==> src/rtl/ram_arbiter_if.sv <==
// Bus bundle between the three RAM requesters, the arbiter and the RAM
// command port. The slave modport is the arbiter's view; master is the
// view of the environment that drives requests and models the RAM.
interface ram_arbiter_if;
  // external loader / debug port
  logic        x_req;
  logic        x_we;
  logic [15:0] x_addr;
  logic [31:0] x_wdata;
  logic [2:0]  x_size;
  logic        x_ack;
  logic        x_err;
  logic [31:0] x_rdata;
  // core load/store port
  logic        d_req;
  logic        d_we;
  logic [15:0] d_addr;
  logic [31:0] d_wdata;
  logic [2:0]  d_size;
  logic        d_ack;
  logic        d_err;
  logic [31:0] d_rdata;
  // core instruction fetch port
  logic        i_req;
  logic [15:0] i_addr;
  logic        i_ack;
  logic        i_err;
  logic [31:0] i_rdata;
  // RAM command port
  logic        ram_en;
  logic        ram_read_flag;
  logic        ram_write_flag;
  logic [15:0] ram_read_addr;
  logic [15:0] ram_write_addr;
  logic [31:0] ram_write_data;
  logic [2:0]  ram_write_size;
  logic [31:0] ram_read_data;
  // status
  logic        busy;
  logic [1:0]  grant;

  modport slave (
    input  x_req, x_we, x_addr, x_wdata, x_size,
    output x_ack, x_err, x_rdata,
    input  d_req, d_we, d_addr, d_wdata, d_size,
    output d_ack, d_err, d_rdata,
    input  i_req, i_addr,
    output i_ack, i_err, i_rdata,
    output ram_en, ram_read_flag, ram_write_flag,
    output ram_read_addr, ram_write_addr, ram_write_data, ram_write_size,
    input  ram_read_data,
    output busy, grant
  );

  modport master (
    output x_req, x_we, x_addr, x_wdata, x_size,
    input  x_ack, x_err, x_rdata,
    output d_req, d_we, d_addr, d_wdata, d_size,
    input  d_ack, d_err, d_rdata,
    output i_req, i_addr,
    input  i_ack, i_err, i_rdata,
    input  ram_en, ram_read_flag, ram_write_flag,
    input  ram_read_addr, ram_write_addr, ram_write_data, ram_write_size,
    output ram_read_data,
    input  busy, grant
  );
endinterface

==> src/rtl/ram_arbiter.sv <==
// Three-way arbiter/sequencer for the shared 64 KiB RAM command port.
//
// state  | meaning
// IDLE   | no transaction; arbitrate among requesters
// ACCESS | one-cycle RAM command from the latched request
// RESP   | ack/err to the winner; arbitrate the next transaction
//
// Priority x > d > i, except fetch is forced through once it has lost
// STARVE_LIMIT arbitrations in a row. A requester is not eligible in
// its own RESP cycle, so one port alone gets at most one access per
// three cycles.
module ram_arbiter #(
  parameter int unsigned STARVE_LIMIT = 4,
  parameter logic [15:0] ADDR_TOP     = 16'hFFFE
) (
  input  logic          clk,
  input  logic          rst,
  ram_arbiter_if.slave  bus
);

  localparam logic [2:0] STORE_B = 3'd0;
  localparam logic [2:0] STORE_H = 3'd1;
  localparam logic [2:0] STORE_W = 3'd2;

  localparam logic [1:0] G_X    = 2'd0;
  localparam logic [1:0] G_D    = 2'd1;
  localparam logic [1:0] G_I    = 2'd2;
  localparam logic [1:0] G_NONE = 2'd3;

  localparam logic [3:0] W_LIMIT = 4'(STARVE_LIMIT);

  typedef enum logic [1:0] {ST_IDLE, ST_ACCESS, ST_RESP} state_t;

  state_t      r_state;
  state_t      w_next_state;
  logic [1:0]  r_grant;
  logic        r_we;
  logic [15:0] r_addr;
  logic [31:0] r_wdata;
  logic [2:0]  r_size;
  logic        r_err;
  logic [3:0]  r_starve;
  logic [31:0] r_x_rdata;
  logic [31:0] r_d_rdata;
  logic [31:0] r_i_rdata;

  logic        w_arb;
  logic        w_x_elig;
  logic        w_d_elig;
  logic        w_i_elig;
  logic [1:0]  w_win;
  logic        w_sel_we;
  logic [15:0] w_sel_addr;
  logic [31:0] w_sel_wdata;
  logic [2:0]  w_sel_size;
  logic [16:0] w_len;
  logic [16:0] w_end;
  logic        w_size_bad;
  logic        w_sel_err;
  logic [31:0] w_cap;
  logic        w_access_ok;

  // Eligibility, winner selection and the winner's command fields.
  always_comb begin
    w_arb    = (r_state == ST_IDLE) || (r_state == ST_RESP);
    w_x_elig = w_arb && bus.x_req && !(r_state == ST_RESP && r_grant == G_X);
    w_d_elig = w_arb && bus.d_req && !(r_state == ST_RESP && r_grant == G_D);
    w_i_elig = w_arb && bus.i_req && !(r_state == ST_RESP && r_grant == G_I);

    w_win = G_NONE;
    if (w_i_elig && (r_starve == W_LIMIT)) w_win = G_I;
    else if (w_x_elig)                     w_win = G_X;
    else if (w_d_elig)                     w_win = G_D;
    else if (w_i_elig)                     w_win = G_I;

    w_sel_we    = 1'b0;
    w_sel_addr  = bus.i_addr;
    w_sel_wdata = 32'd0;
    w_sel_size  = STORE_W;
    case (w_win)
      G_X: begin
        w_sel_we    = bus.x_we;
        w_sel_addr  = bus.x_addr;
        w_sel_wdata = bus.x_wdata;
        w_sel_size  = bus.x_size;
      end
      G_D: begin
        w_sel_we    = bus.d_we;
        w_sel_addr  = bus.d_addr;
        w_sel_wdata = bus.d_wdata;
        w_sel_size  = bus.d_size;
      end
      default: ;
    endcase

    // Unknown size codes are only fatal for writes; reads return a word.
    w_size_bad = 1'b0;
    case (w_sel_size)
      STORE_B: w_len = 17'd1;
      STORE_H: w_len = 17'd2;
      STORE_W: w_len = 17'd4;
      default: begin
        w_len      = 17'd4;
        w_size_bad = w_sel_we;
      end
    endcase
    w_end     = {1'b0, w_sel_addr} + w_len - 17'd1;
    w_sel_err = w_size_bad || (w_end > {1'b0, ADDR_TOP});
  end

  // Next-state decode.
  always_comb begin
    w_next_state = ST_IDLE;
    case (r_state)
      ST_IDLE:   w_next_state = (w_win != G_NONE) ? ST_ACCESS : ST_IDLE;
      ST_ACCESS: w_next_state = ST_RESP;
      ST_RESP:   w_next_state = (w_win != G_NONE) ? ST_ACCESS : ST_IDLE;
      default:   w_next_state = ST_IDLE;
    endcase
  end

  // State register.
  always_ff @(posedge clk or negedge rst) begin
    if (!rst) r_state <= ST_IDLE;
    else      r_state <= w_next_state;
  end

  // Command register, loaded from the winner at every arbitration.
  always_ff @(posedge clk or negedge rst) begin
    if (!rst) begin
      r_grant <= G_NONE;
      r_we    <= 1'b0;
      r_addr  <= 16'd0;
      r_wdata <= 32'd0;
      r_size  <= 3'd0;
      r_err   <= 1'b0;
    end else if (w_arb) begin
      r_grant <= w_win;
      if (w_win != G_NONE) begin
        r_we    <= w_sel_we;
        r_addr  <= w_sel_addr;
        r_wdata <= w_sel_wdata;
        r_size  <= w_sel_size;
        r_err   <= w_sel_err;
      end
    end
  end

  // Fetch starvation counter: counts consecutive lost arbitrations.
  always_ff @(posedge clk or negedge rst) begin
    if (!rst) begin
      r_starve <= 4'd0;
    end else if (w_i_elig) begin
      if (w_win == G_I)            r_starve <= 4'd0;
      else if (r_starve != W_LIMIT) r_starve <= r_starve + 4'd1;
    end
  end

  // Error transactions and writes return zero read data.
  always_comb begin
    w_cap = (!r_we && !r_err) ? bus.ram_read_data : 32'd0;
  end

  // Per-port response data, updated at the end of ACCESS so it lines up with ack.
  always_ff @(posedge clk or negedge rst) begin
    if (!rst) begin
      r_x_rdata <= 32'd0;
      r_d_rdata <= 32'd0;
      r_i_rdata <= 32'd0;
    end else if (r_state == ST_ACCESS) begin
      case (r_grant)
        G_X:     r_x_rdata <= w_cap;
        G_D:     r_d_rdata <= w_cap;
        G_I:     r_i_rdata <= w_cap;
        default: ;
      endcase
    end
  end

  // Outputs decoded from state so reset removes strobes and acks immediately.
  always_comb begin
    w_access_ok        = (r_state == ST_ACCESS) && !r_err;
    bus.ram_en         = w_access_ok;
    bus.ram_read_flag  = w_access_ok && !r_we;
    bus.ram_write_flag = w_access_ok && r_we;
    bus.ram_read_addr  = bus.ram_read_flag  ? r_addr  : 16'd0;
    bus.ram_write_addr = bus.ram_write_flag ? r_addr  : 16'd0;
    bus.ram_write_data = bus.ram_write_flag ? r_wdata : 32'd0;
    bus.ram_write_size = bus.ram_write_flag ? r_size  : 3'd0;

    bus.x_ack   = (r_state == ST_RESP) && (r_grant == G_X);
    bus.d_ack   = (r_state == ST_RESP) && (r_grant == G_D);
    bus.i_ack   = (r_state == ST_RESP) && (r_grant == G_I);
    bus.x_err   = bus.x_ack && r_err;
    bus.d_err   = bus.d_ack && r_err;
    bus.i_err   = bus.i_ack && r_err;
    bus.x_rdata = r_x_rdata;
    bus.d_rdata = r_d_rdata;
    bus.i_rdata = r_i_rdata;

    bus.busy  = (r_state != ST_IDLE);
    bus.grant = (r_state == ST_IDLE) ? G_NONE : r_grant;
  end

endmodule

==> src/flat_wrapper.sv <==
// flat-port wrapper written by rule: the top's interface ports become plain ports
module ram_arbiter_flat 
#(
  parameter int unsigned STARVE_LIMIT = 4,
  parameter logic [15:0] ADDR_TOP     = 16'hFFFE
)
  (clk, rst, bus_x_req, bus_x_we, bus_x_addr, bus_x_wdata, bus_x_size, bus_x_ack, bus_x_err, bus_x_rdata, bus_d_req, bus_d_we, bus_d_addr, bus_d_wdata, bus_d_size, bus_d_ack, bus_d_err, bus_d_rdata, bus_i_req, bus_i_addr, bus_i_ack, bus_i_err, bus_i_rdata, bus_ram_en, bus_ram_read_flag, bus_ram_write_flag, bus_ram_read_addr, bus_ram_write_addr, bus_ram_write_data, bus_ram_write_size, bus_ram_read_data, bus_busy, bus_grant);
  ram_arbiter_if bus_i ();
  input  logic clk;
  input  logic rst;
  input wire logic [$bits(bus_i.x_req)-1:0] bus_x_req;
  input wire logic [$bits(bus_i.x_we)-1:0] bus_x_we;
  input wire logic [$bits(bus_i.x_addr)-1:0] bus_x_addr;
  input wire logic [$bits(bus_i.x_wdata)-1:0] bus_x_wdata;
  input wire logic [$bits(bus_i.x_size)-1:0] bus_x_size;
  output wire logic [$bits(bus_i.x_ack)-1:0] bus_x_ack;
  output wire logic [$bits(bus_i.x_err)-1:0] bus_x_err;
  output wire logic [$bits(bus_i.x_rdata)-1:0] bus_x_rdata;
  input wire logic [$bits(bus_i.d_req)-1:0] bus_d_req;
  input wire logic [$bits(bus_i.d_we)-1:0] bus_d_we;
  input wire logic [$bits(bus_i.d_addr)-1:0] bus_d_addr;
  input wire logic [$bits(bus_i.d_wdata)-1:0] bus_d_wdata;
  input wire logic [$bits(bus_i.d_size)-1:0] bus_d_size;
  output wire logic [$bits(bus_i.d_ack)-1:0] bus_d_ack;
  output wire logic [$bits(bus_i.d_err)-1:0] bus_d_err;
  output wire logic [$bits(bus_i.d_rdata)-1:0] bus_d_rdata;
  input wire logic [$bits(bus_i.i_req)-1:0] bus_i_req;
  input wire logic [$bits(bus_i.i_addr)-1:0] bus_i_addr;
  output wire logic [$bits(bus_i.i_ack)-1:0] bus_i_ack;
  output wire logic [$bits(bus_i.i_err)-1:0] bus_i_err;
  output wire logic [$bits(bus_i.i_rdata)-1:0] bus_i_rdata;
  output wire logic [$bits(bus_i.ram_en)-1:0] bus_ram_en;
  output wire logic [$bits(bus_i.ram_read_flag)-1:0] bus_ram_read_flag;
  output wire logic [$bits(bus_i.ram_write_flag)-1:0] bus_ram_write_flag;
  output wire logic [$bits(bus_i.ram_read_addr)-1:0] bus_ram_read_addr;
  output wire logic [$bits(bus_i.ram_write_addr)-1:0] bus_ram_write_addr;
  output wire logic [$bits(bus_i.ram_write_data)-1:0] bus_ram_write_data;
  output wire logic [$bits(bus_i.ram_write_size)-1:0] bus_ram_write_size;
  input wire logic [$bits(bus_i.ram_read_data)-1:0] bus_ram_read_data;
  output wire logic [$bits(bus_i.busy)-1:0] bus_busy;
  output wire logic [$bits(bus_i.grant)-1:0] bus_grant;
  assign bus_i.x_req = bus_x_req;
  assign bus_i.x_we = bus_x_we;
  assign bus_i.x_addr = bus_x_addr;
  assign bus_i.x_wdata = bus_x_wdata;
  assign bus_i.x_size = bus_x_size;
  assign bus_x_ack = bus_i.x_ack;
  assign bus_x_err = bus_i.x_err;
  assign bus_x_rdata = bus_i.x_rdata;
  assign bus_i.d_req = bus_d_req;
  assign bus_i.d_we = bus_d_we;
  assign bus_i.d_addr = bus_d_addr;
  assign bus_i.d_wdata = bus_d_wdata;
  assign bus_i.d_size = bus_d_size;
  assign bus_d_ack = bus_i.d_ack;
  assign bus_d_err = bus_i.d_err;
  assign bus_d_rdata = bus_i.d_rdata;
  assign bus_i.i_req = bus_i_req;
  assign bus_i.i_addr = bus_i_addr;
  assign bus_i_ack = bus_i.i_ack;
  assign bus_i_err = bus_i.i_err;
  assign bus_i_rdata = bus_i.i_rdata;
  assign bus_ram_en = bus_i.ram_en;
  assign bus_ram_read_flag = bus_i.ram_read_flag;
  assign bus_ram_write_flag = bus_i.ram_write_flag;
  assign bus_ram_read_addr = bus_i.ram_read_addr;
  assign bus_ram_write_addr = bus_i.ram_write_addr;
  assign bus_ram_write_data = bus_i.ram_write_data;
  assign bus_ram_write_size = bus_i.ram_write_size;
  assign bus_i.ram_read_data = bus_ram_read_data;
  assign bus_busy = bus_i.busy;
  assign bus_grant = bus_i.grant;
  ram_arbiter #(.STARVE_LIMIT(STARVE_LIMIT), .ADDR_TOP(ADDR_TOP)) u_core (.clk(clk), .rst(rst), .bus(bus_i));
endmodule
==> config.mk <==
export PLATFORM = sky130hd
export DESIGN_NAME = ram_arbiter_flat
export DESIGN_NICKNAME = d
export VERILOG_FILES = /design/src/rtl/ram_arbiter_if.sv /design/src/rtl/ram_arbiter.sv /design/src/flat_wrapper.sv
export SDC_FILE = /design/constraint.sdc
export NUM_CORES = 1
export LEC_CHECK = 0
export CELL_PAD_IN_SITES_DETAIL_PLACEMENT = 0
export CELL_PAD_IN_SITES_GLOBAL_PLACEMENT = 1
export CORE_AREA = 2 2 130 227
export DETAILED_ROUTE_END_ITERATION = 8
export DIE_AREA = 0 0 132 229
export MAX_ROUTING_LAYER = met4
export PLACE_DENSITY = 0.83
export SYNTH_ARGS = -nofsm -noshare
export SYNTH_HDL_FRONTEND = slang
export SYNTH_SLANG_ARGS = --single-unit
==> constraint.sdc <==
create_clock -name clk -period 4.2 [get_ports clk]
set_clock_uncertainty 0.15 [all_clocks]
set_input_delay 0.84 -clock clk [delete_from_list [all_inputs] [get_ports clk]]
set_output_delay 0.84 -clock clk [all_outputs]
set_load 0.005 [all_outputs]
* Word-level counts from Yosys, hierarchy flattened *
Cells that the tools add are included.

operators by class
  add/sub/neg operators = 3
  eq/ne operators = 11
  reduce and logical (&&, ||, !) cells = 37
  multiplexer cells = 20
  order comparisons = 1

operators by type and width
  operator               count
  $mux 32                2
  $pmux 32 s2            1
  $mux 16                2
  $pmux 16 s2            1
  $add 16x3->17          1
  $gt 17x16->1 const B   1
  $logic_and 1x1->1      17
  $sub 17x1->17 const B  1
  $pmux 3 s2             2
  $reduce_and 2->1       5
  $mux 2                 4
  $mux 4                 2
  $eq 2x1->1 const B     3
  $eq 2x2->1 const B     3
  $logic_not 2->1        3
  $logic_not 1->1        5
  $add 4x1->4 const B    1
  $eq 4x3->1 const B     1
  $ne 4x3->1 const B     1
  $pmux 2 s2             1
  $reduce_bool 2->1      2
  $eq 3x1->1 const B     1
  $eq 3x2->1 const B     1
  $logic_not 3->1        1
  other kinds (7)        10

word-level totals
  bits of input ports = 157
  word-level logic and storage cells = 83
  register bits = 157

* Longest topological paths before layout *
Gate-level depths: netlist of the first run.

  word-level depth = 16
  depth in mapped cells = 22

* Worst setup path after synthesis of the first run *
OpenSTA, ideal clock, no wires.

  kind = reg2reg
  start = register u_core.r_grant[1]
  end = register u_core.r_err
  stages on the path, launching flop included = 21
  data required time = 3.974 ns
  setup slack = -0.447 ns
  library setup time = 0.076 ns
  arrival = 4.421 ns
  path through = dfstp_2 -> buf_6 -> or3b_1 -> a2111o_1 -> and2_1 -> buf_6 -> buf_6 -> nor3_2 -> a21oi_1 -> or3_1 -> ha_1 -> inv_1 -> ha_1 -> fa_1 -> nand2_1 -> or3_1 -> a2111oi_0 -> nand4_1 -> nor4bb_1 -> nand4_1 -> o21ai_1

between the ends
  cells in the longest elaborated chain, start to end = 16

RTL lines
  item                                                  RTL line            text
  from (decl)                                           ram_arbiter.sv:36   logic [1:0] r_grant;
  from (signal assigned)                                ram_arbiter.sv:138  r_grant <= w_win;
  $eq 2x2->1                                            ram_arbiter.sv:68   w_i_elig = w_arb && bus.i_req && !(r_state == ST_RESP && r_grant == G_I);
  $logic_and 1x1->1                                     ram_arbiter.sv:68
  $logic_not 1->1                                       ram_arbiter.sv:68
  $logic_and 1x1->1                                     ram_arbiter.sv:68
  $mux 1                                                ram_arbiter.sv:74   else if (w_i_elig) w_win = G_I;
  $mux 2                                                ram_arbiter.sv:73   else if (w_d_elig) w_win = G_D;
  $mux 2                                                ram_arbiter.sv:72   else if (w_x_elig) w_win = G_X;
  $mux 2 *                                              ram_arbiter.sv:71   if (w_i_elig && (r_starve == W_LIMIT)) w_win = G_I;
  $eq 2x1->1 / $logic_not 2->1 (equally long branches)  ram_arbiter.sv:80   case (w_win)
  $pmux 3 s2                                            ram_arbiter.sv:80
  $eq 3x1->1 / $logic_not 3->1 (equally long branches)  ram_arbiter.sv:98   case (w_sel_size)
  $pmux 3 s2                                            ram_arbiter.sv:98
  $add 16x3->17                                         ram_arbiter.sv:107  w_end = {1'b0, w_sel_addr} + w_len - 17'd1;
  $sub 17x1->17                                         ram_arbiter.sv:107
  $gt 17x16->1                                          ram_arbiter.sv:108  w_sel_err = w_size_bad || (w_end > {1'b0, ADDR_TOP});
  $logic_or 1x1->1                                      ram_arbiter.sv:108
  to (signal assigned)                                  ram_arbiter.sv:144  r_err <= w_sel_err;
  to (decl)                                             ram_arbiter.sv:41   logic r_err;

Every way passes the cells marked *; elsewhere a longest branch is shown, timed or not.
A chain may end at the register's enable or synchronous reset.

* Worst setup path after layout of the first run *
  start = register u_core.r_state[0]
  end = register u_core.r_err

between the ends
  cells in the longest elaborated chain, start to end = 16

RTL lines
  item                                                          RTL line                              text
  from (decl)                                                   ram_arbiter.sv:34                     state_t r_state;
  from (signal assigned)                                        ram_arbiter.sv:125                    else r_state <= w_next_state;
  $eq 2x2->1 / $logic_not 2->1 (equally long branches)          n/a
  $logic_or 1x1->1 / $logic_and 1x1->1 (equally long branches)  ram_arbiter.sv:65, ram_arbiter.sv:68
  $logic_and 1x1->1 / $logic_not 1->1 (equally long branches)   ram_arbiter.sv:68
  $logic_and 1x1->1                                             ram_arbiter.sv:68
  $mux 1                                                        ram_arbiter.sv:74
  $mux 2                                                        ram_arbiter.sv:73
  $mux 2                                                        ram_arbiter.sv:72
  $mux 2                                                        ram_arbiter.sv:71
  $eq 2x1->1 / $logic_not 2->1 (equally long branches)          ram_arbiter.sv:80
  $pmux 3 s2                                                    ram_arbiter.sv:80
  $eq 3x1->1 / $logic_not 3->1 (equally long branches)          ram_arbiter.sv:98
  $pmux 3 s2                                                    ram_arbiter.sv:98
  $add 16x3->17                                                 ram_arbiter.sv:107
  $sub 17x1->17                                                 ram_arbiter.sv:107
  $gt 17x16->1                                                  ram_arbiter.sv:108
  $logic_or 1x1->1                                              ram_arbiter.sv:108

Parallel ways exist; a longest one is shown, timed or not.

==> results_dict.tcl, run 1 <==
set metrics [dict create \
    cts.path.max_buffers 2 \
    critPathCaptureType "flip-flop" \
    hold_buffers 0 \
    worstPathArrival_ns 4.67 \
    clk_latency_ns 0.44 \
    maxCapViolCount 0 \
    max_stage_delay_ns 0.47 \
    crit_family "simple AND/OR/NAND/NOR gates" \
    clk_pin_slew_ns 0.07 \
    wirelength_um 29680 \
    path_buf_inv 1 \
    drt-wirelength-per-cell_um 17.71 \
    row_count 82 \
    maxSlewHeadroom_pct 25.03 \
    worst_r2r_endpoint "u_core.r_err" \
    area_growth_syn_to_layout_pct 61.91 \
    ys_top_cells_by_count "nand2_1 (201), dfrtp_1 (155), o21ai_0 (144)" \
    irDropWorstVdd_mv 0.3333 \
    place_congestion 0.8629 \
    total_power_w 0.009022 \
    grt_max_degree 75 \
    fmax_ghz 0.2246 \
    path_depth 17 \
    root_buffer "clkbuf_16" \
    r2r-start "u_core.r_state[0]" \
    die_area_um2 30230 \
    crit_chain "or3b_4, a2111o_1, and2_4, nor3_2, a21oi_1, or3_1, ha_1, inv_1, ha_2, fa_1, nand2_1, or3_4, a2111oi_4, nand4_1, nor4bb_1, nand4_1, o21ai_1" \
    die_w_um 132 \
    worstSetupStartpointType "flip-flop" \
    powerDensity_nw_per_um2 687.4 \
    yosys.cell_count.top_type "nand2_1" \
    synth_largest_area_cell "dfrtp_1" \
    drtIter0Drc 294 \
    worst_path_most_repeated_cell "nand4_1" \
    synth_edf_count 0 \
    final-max-slew-violation-count 0 \
    ys.flop_type "dfrtp_1" \
    start_util_pct 28.52 \
    fp.dieH_um 229 \
    synth_cells 897 \
    grt_pass1_wl_um 46010 \
    ctsHtreeMaxLevel 4 \
    fillers 2806 \
    drive_above_1_share_pct 12.74 \
    slowest_stage "fa_1" \
    drt-vias-per-instance 4.766 \
    overflow 0 \
    clock_sinks 157 \
    dpl_cell_area_um2 12430 \
    setup_viol 1 \
    path_class "flip-flop to flip-flop" \
    yosys_warnings 0 \
    numCtsBuffers 17 \
    status "finished with violations" \
    synth_fp_nets 1075 \
    period_minus_slack_ns 4.453 \
    violations "negative setup slack" \
    io_buffers 331 \
    firstDrtPassIters 4 \
    hold_viol_final 0 \
    power_leakage_nw 5.912 \
    antenna_found_initial 3 \
    synth_cell_types 56 \
    reg2reg_setup_slack_ns -0.25 \
    ios 332 \
    critPathLaunch "u_core.r_state[0]" \
    layout_setup_ws_ns -0.2528 \
    rr_worst_depth 17 \
    fin_area_um2 13130 \
    crit_required_ns 4.42 \
    track_usage_pct 20.31 \
    nets 1460 \
    netlist_top_cells_area "dfrtp_1 (48%), nand2_1 (9.3%), o21ai_0 (8.9%)" \
    ys_seq_area_share_pct 48.50 \
    yosys.area.top_type_share_pct 47.85 \
    hold_path_class "input pin to asynchronous set/reset pin" \
    rsz0062_at_grt "yes" \
    ys_ff_latch 157 \
    grt_pass1_vias 8306 \
    period_share_pct 106.0 \
    coreArea_um2 28420 \
    vias 7988 \
    dp_hpwl_um 22630 \
    crit_end "u_core.r_err" \
    worst_pin_slew_ns 1.121 \
    ys_async_sr_fraction_pct 100.0 \
    syn-mean-instance-area_um2 9.037 \
    drc 0 \
    ant_nets 0 \
    cts_tree "built" \
    syn_area_um2 8107 \
    cp_max_fo 4 \
]
[area by class of cell]
class	instances	area [um^2]	area share, %
timing repair buffer	425	4074	31.04
antenna	3	7.507	0.05720
multi-input combinational	649	3890	29.64
clock buffer	17	425.4	3.241
clock inverter	15	202.7	1.544
sequential	157	3933	29.96
inverter	32	120.1	0.9152
tap	378	473.0	3.603
[flip-flops by register name, indices dropped and copies added, names as in the netlist]
register	cells
u_core.bus.d_rdata	32
u_core.bus.i_rdata	32
u_core.bus.x_rdata	32
u_core.r_addr	16
u_core.r_err	1
u_core.r_grant	2
u_core.r_size	3
u_core.r_starve	4
u_core.r_state	2
u_core.r_wdata	32
u_core.r_we	1
[per-layer routing]
layer / GRT usage, % / up-vias / share of wire (%)
met4: 7.711 / 0 / 2.8
li1: - / 3868 / -
met2: 38.61 / 251 / 56
met5: - / - / 0
met1: 20.19 / 3824 / 36
met3: 3.829 / 45 / 4.3
[worst min path at each step]
| stage | startpoint | endpoint | slack, ns | depth (start not counted) |
|---|---|---|---|---|
| after floorplan | u_core.bus.d_rdata[0] | u_core.bus.d_rdata[0] | 0.32 | 2 |
| after global placement | u_core.bus.d_rdata[27] | u_core.bus.d_rdata[27] | 0.31 | 2 |
| after detailed placement | u_core.bus.d_rdata[29] | u_core.bus.d_rdata[29] | 0.32 | 2 |
| after CTS | rst | u_core.r_wdata[19] | 0.29 | 1 |
| after global routing | rst | u_core.r_wdata[19] | 0.32 | 1 |
| final | rst | u_core.r_wdata[19] | 0.29 | 1 |
[kinds of logic after synthesis]
group / share of synthesized area [%]
buffers and inverters: 4.707
muxes: 8.597
xor gates and xnor gates: 0.7563
AOI/OAI and AO/OA: 15.11
DFF: 48.50
adders and majority gates: 3.334
and+or+nand+nor: 19.00
[what timing repair did]
action	in CTS	in global routing
pin swaps	3	6
setup endpoints to repair	1	1
setup buffers	0	0
resized for setup	9	5
[report_power, final]
part	internal [W]	switching [W]	total, W
clock network	0.000958	0.000703	0.00166
registers	0.00214	0.000397	0.00254
logic	0.00246	0.00236	0.00482
total	0.00556	0.00346	0.00902
[metrics by stage]
step	TNS, ns	cells	hold slack [ns]	setup WS [ns]	utilization [%]
after global routing	-0.3831	1676	0.3175	-0.3831	46.18
after CTS	-0.2292	1673	0.2876	-0.2292	46.08
after detailed placement	-0.9051	1641	0.3188	-0.9051	43.74
after floorplan	-0.2506	897	0.3233	-0.2506	-
after global placement	-0.7916	1641	0.3123	-0.7916	43.74
final	-0.2528	1676	0.2858	-0.2528	46.18
[placed cells by master (no fill, tap or decap), types with 19 or more instances in the layout]
| master | Yosys | routed |
|---|---|---|
| o21ai_0 | 144 | 144 |
| nand2_1 | 201 | 197 |
| clkdlybuf4s50_1 | 0 | 327 |
| a21oi_1 | 24 | 24 |
| and3_1 | 55 | 55 |
| mux2i_1 | 55 | 55 |
| buf_4 | 0 | 89 |
| ha_1 | 20 | 19 |
| dfrtp_1 | 155 | 154 |
| inv_1 | 32 | 32 |
No activity file was read; power rests on OpenSTA's default activity.
==> run 2: changes to the inputs <==
CTS_BUF_LIST = sky130_fd_sc_hd__clkbuf_8   (was not set)
==> run 2 against run 1 <==
  * The run still ends with negative setup slack left
  * First-iteration DRC count decreased by 10%
  * Non-clock buffer count unchanged
  * Core utilization down 0.68 points
  * Combinational power about the same
  * Total power shrank 4.5%
  * Largest cell class unchanged
==> results_dict.tcl, run 2 (synthesis gave the netlist of run 1 again) <==
set metrics [dict create \
    status "finished with violations" \
    violations "negative setup slack" \
    critPathLaunch "bus_d_req" \
    track_usage_pct 20.25 \
    drtIter0Drc 264 \
    drc 0 \
    crit_chain "clkdlybuf4s50_1, inv_1, a2111o_1, and2_4, nor3_2, a21oi_1, or3_1, ha_1, inv_1, ha_2, fa_1, nand2_1, or3_4, a2111oi_4, nand4_1, nor4bb_1, nand4_1, o21ai_1" \
    grt_pass1_vias 8324 \
    worstPathArrival_ns 4.76 \
    row_count 82 \
    hold_path_class "input pin to asynchronous set/reset pin" \
    overflow 0 \
    maxCapViolCount 0 \
    crit_family "simple AND/OR/NAND/NOR gates" \
    p_seq_share_pct 29.4 \
    final_common_cell "clkdlybuf4s50_1" \
    fin_util_pct 45.51 \
    clk_pin_slew_ns 0.11 \
    layout_setup_ws_ns -0.2795 \
    tns_ns -0.2795 \
    firstDrtPassIters 5 \
    critPathCaptureType "flip-flop" \
    total_power_w 0.008612 \
    coreArea_um2 28420 \
    worst_pin_slew_ns 1.110 \
    io_buffers 331 \
    irDropWorstVdd_mv 0.3347 \
    mostFrequentLayoutCells "clkdlybuf4s50_1 (329), nand2_1 (198), dfrtp_1 (154), o21ai_0 (144), buf_4 (90)" \
    power_leakage_nw 5.821 \
    cp_max_fo 4 \
    clk_latency_ns 0.49 \
    start_util_pct 28.52 \
    powerDensity_nw_per_um2 665.9 \
    ant_nets 0 \
    hold_ws_ns 0.2269 \
    drt-wirelength-per-cell_um 17.60 \
    nets 1460 \
    multi_input_area_um2 3887 \
    grt_max_degree 75 \
    worstSetupStartpointType "input pin" \
    period_share_pct 106.7 \
    rsz0062_at_grt "yes" \
    reg2reg_setup_slack_ns -0.22 \
    rr_worst_depth 17 \
    root_buffer "clkbuf_8" \
    switchingPower_w 0.003406 \
    worst_r2r_endpoint "u_core.r_err" \
    combPwrFrac_pct 55.9 \
    fp.dieH_um 229 \
    dp_hpwl_um 22630 \
    hold_viol_final 0 \
    slowest_stage "clkdlybuf4s50_1" \
    cts_tree "built" \
    final-max-slew-violation-count 0 \
    path_buf_inv 3 \
    wirelength_um 29520 \
    grt_pass1_wl_um 45790 \
    antenna_found_initial 4 \
    vias 7955 \
    maxSlewHeadroom_pct 25.76 \
    cts.path.max_buffers 2 \
    max_stage_delay_ns 0.48 \
    die_w_um 132 \
    power_frac_clock_pct 14.7 \
    die_area_um2 30230 \
    place_congestion 0.8629 \
    period_minus_slack_ns 4.479 \
    r2r-start "u_core.r_state[0]" \
    ctsHtreeMaxLevel 4 \
    p_sw_share_pct 39.54 \
    area_growth_syn_to_layout_pct 59.53 \
    clock_sinks 157 \
    drive_above_1_share_pct 12.66 \
    drt-vias-per-instance 4.744 \
    fmax_ghz 0.2232 \
    setup_viol 1 \
    crit_required_ns 4.48 \
    register_area_um2 3933 \
    fillers 2835 \
    p_int_w 0.005207 \
    numCtsBuffers 17 \
    ios 332 \
    path_class "input pin to flip-flop" \
]
-- run 2: area by class of cell --
cell class	instances	share of cell area (%)
well taps	378	3.657
multi-input cells	649	30.06
diodes	4	0.07740
clock buffers	17	1.809
flip-flops and latches	157	30.41
clock inverters	15	1.567
inverters	32	0.9288
repair buffers	425	31.49
-- run 2: layer usage --
metal  wire length, um  GRT usage (%)  vias up
li1                  -              -     3869
met1             10740          19.85     3774
met2             16620          38.51      263
met3              1247          3.541       49
met4               916          8.730        0
met5                 0              -        -
-- run 2: repair_timing --
| action | 4_1_cts | 5_1_grt |
|---|---|---|
| pin swaps | 7 | 5 |
| resized for setup | 7 | 3 |
| cloned | 0 | 0 |
| hold buffers | 0 | 0 |
| setup endpoints to repair | 1 | 1 |
| setup buffers | 0 | 0 |
-- run 2: through the flow --
stage / cells / worst slack, ns / instance area [um^2]
finish: 1677 / -0.2795 / 12930
global route: 1677 / -0.3479 / 12930
CTS: 1673 / -0.2676 / 12910
detailed placement: 1641 / -0.9051 / 12430
global placement: 1641 / -0.7916 / 12430
floorplan: 897 / -0.2506 / 8115
-- run 2: worst max path at each step --
stage | end | slack, ns | cells after the start
after floorplan | u_core.r_err | -0.25 | 18
after global placement | u_core.r_err | -0.79 | 17
after detailed placement | u_core.r_err | -0.91 | 17
after CTS | u_core.r_err | -0.27 | 17
after global routing | u_core.r_err | -0.35 | 17
final | u_core.r_err | -0.28 | 18
-- run 2: power by group through the flow --
stage	Clock (W)	Combinational, W	Sequential [W]
after global placement	0	0.00474	0.00254
after floorplan	0	0.00239	0.00247
final	0.00127	0.00481	0.00253
after detailed placement	0	0.00479	0.00256
after CTS	0.00131	0.00486	0.00253
after global routing	0.00136	0.00530	0.00262
==> run 3: changes to the inputs <==
REMOVE_ABC_BUFFERS = 1   (was not set)
==> run 3 against run 2 <==
  * The flow still finishes with violations (negative setup slack)
  * Core utilization decreased by 0.33 points
  * Global-route usage increased by 0.30 points
  * Maximum frequency decreased by 0.23%
  * Final cell count decreased by 0.24%
  * Sequential cell count unchanged
  * Clock power decreased by 7%
  * Critical path depth unchanged
  * Die area unchanged
  * Total power decreased by 1.4%
  * Combinational power about the same
  * Setup slack got worse by 0.010 ns
==> results_dict.tcl, run 3 (synthesis gave the netlist of run 1 again) <==
set metrics [dict create \
    clk_pin_slew_ns 0.11 \
    antenna_found_initial 1 \
    status "finished with violations" \
    maxCapViolCount 0 \
    maxSlewHeadroom_pct 25.49 \
    hold_path_class "input pin to asynchronous set/reset pin" \
    cts.path.max_buffers 2 \
    grt_pass1_vias 8253 \
    layout_setup_ws_ns -0.2896 \
    overflow 0 \
    mostFrequentLayoutCells "clkdlybuf4s50_1 (329), nand2_1 (198), dfrtp_1 (154), o21ai_0 (144), buf_4 (92)" \
    nets 1459 \
    rsz0062_at_grt "yes" \
    crit_family "simple AND/OR/NAND/NOR gates" \
    die_w_um 132 \
    drt-vias-per-instance 4.742 \
    final-max-slew-violation-count 0 \
    critPathCaptureType "flip-flop" \
    worstPathArrival_ns 4.77 \
    path_depth 18 \
    track_usage_pct 20.55 \
    row_count 82 \
    fillers 2807 \
    placedCellCount 1640 \
    vias 7934 \
    dp_slack_ns -1.203 \
    die_area_um2 30230 \
    drt-wirelength-per-cell_um 17.87 \
    crit_required_ns 4.48 \
    violations "negative setup slack" \
    cp_max_fo 6 \
    clk_latency_ns 0.50 \
    worst_pin_slew_ns 1.114 \
    dp_hpwl_um 22260 \
    clock_sinks 157 \
    period_share_pct 106.9 \
    path_class "input pin to flip-flop" \
    crit_chain "clkdlybuf4s50_1, inv_1, a2111o_1, and2_4, nor3_2, a21oi_1, or3_1, ha_1, inv_1, ha_2, fa_1, nand2_1, or3_4, a2111oi_4, nand4_1, nor4bb_1, nand4_1, o21ai_1" \
    firstDrtPassIters 5 \
    period_minus_slack_ns 4.490 \
    ios 332 \
    ant_nets 0 \
    layoutNonFillerInstCount 1673 \
    wirelength_um 29900 \
    numCtsBuffers 17 \
    io_buffers 331 \
    fp.dieH_um 229 \
    slowest_stage "clkdlybuf4s50_1" \
    coreArea_um2 28420 \
    rr_worst_depth 18 \
    root_buffer "clkbuf_8" \
    hold_buffers 0 \
    final_common_cell "clkdlybuf4s50_1" \
    grt_pass1_wl_um 46550 \
    setup_viol 1 \
    hold_viol_final 0 \
    power_leakage_nw 5.780 \
    start_util_pct 28.52 \
    drc 0 \
    irDropWorstVdd_mv 0.3725 \
    ctsHtreeMaxLevel 4 \
    cts_tree "built" \
    powerDensity_nw_per_um2 661.2 \
    worstSetupStartpointType "input pin" \
    max_stage_delay_ns 0.48 \
    drive_above_1_share_pct 12.52 \
    drtIter0Drc 301 \
    area_growth_syn_to_layout_pct 58.37 \
    place_congestion 0.9190 \
    fmax_ghz 0.2227 \
    path_buf_inv 3 \
    grt_max_degree 79 \
]
run 3: routing by layer:
metal	track usage, %	wire, um	vias up
li1	-	-	3858
met1	21.71	11490	3794
met2	36.65	15900	240
met3	5.135	1738	42
met4	7.813	777	0
met5	-	0	-
run 3: power by group:
group | switching [W] | internal [W]
registers | 0.000391 | 0.00214
logic | 0.00236 | 0.00243
clock network | 0.000728 | 0.000450
run 3: per-stage QoR:
stage / area (um^2) / hold slack [ns] / total power [W] / util, % / TNS, ns
after CTS: 12810 / 0.2098 / 0.008563 / 45.09 / -0.2161
final: 12840 / 0.2084 / 0.008489 / 45.17 / -0.2896
after floorplan: 7845 / 0.3233 / 0.004742 / - / -15.57
after global placement: 12380 / 0.3100 / 0.007229 / 43.57 / -0.9214
after global routing: 12840 / 0.2323 / 0.009175 / 45.17 / -0.4261
after detailed placement: 12380 / 0.3190 / 0.007305 / 43.57 / -1.203
run 3: final timing paths:
check / from / end / slack (ns)
max in group asynchronous: rst / u_core.bus.d_rdata[3] / 2.65
min in group clk: u_core.bus.x_rdata[31] / u_core.bus.x_rdata[31] / 0.34
max: bus_d_req / u_core.r_err / -0.29
min: rst / u_core.bus.i_rdata[15] / 0.21
max reg2reg: u_core.r_grant[1] / u_core.r_err / -0.24
min reg2reg: u_core.bus.x_rdata[31] / u_core.bus.x_rdata[31] / 0.34
run 3: timing repair:
item | in CTS | in global routing
resized for setup | 8 | 3
buffers inserted | 0 | 0
hold endpoints to repair | 0 | 0
pin swaps | 9 | 1
setup endpoints to repair | 1 | 1
run 3: layout make-up:
class                      instances  area [um^2]  share of cell area [%]
antenna                            1        2.502                 0.01949
clock buffer                      17        234.0                   1.822
clock inverter                    15        171.4                   1.335
inverter                          32        120.1                  0.9356
multi-input combinational        649         3881                   30.23
sequential                       157         3933                   30.63
tap                              378        473.0                   3.684
timing repair buffer             424         4024                   31.34
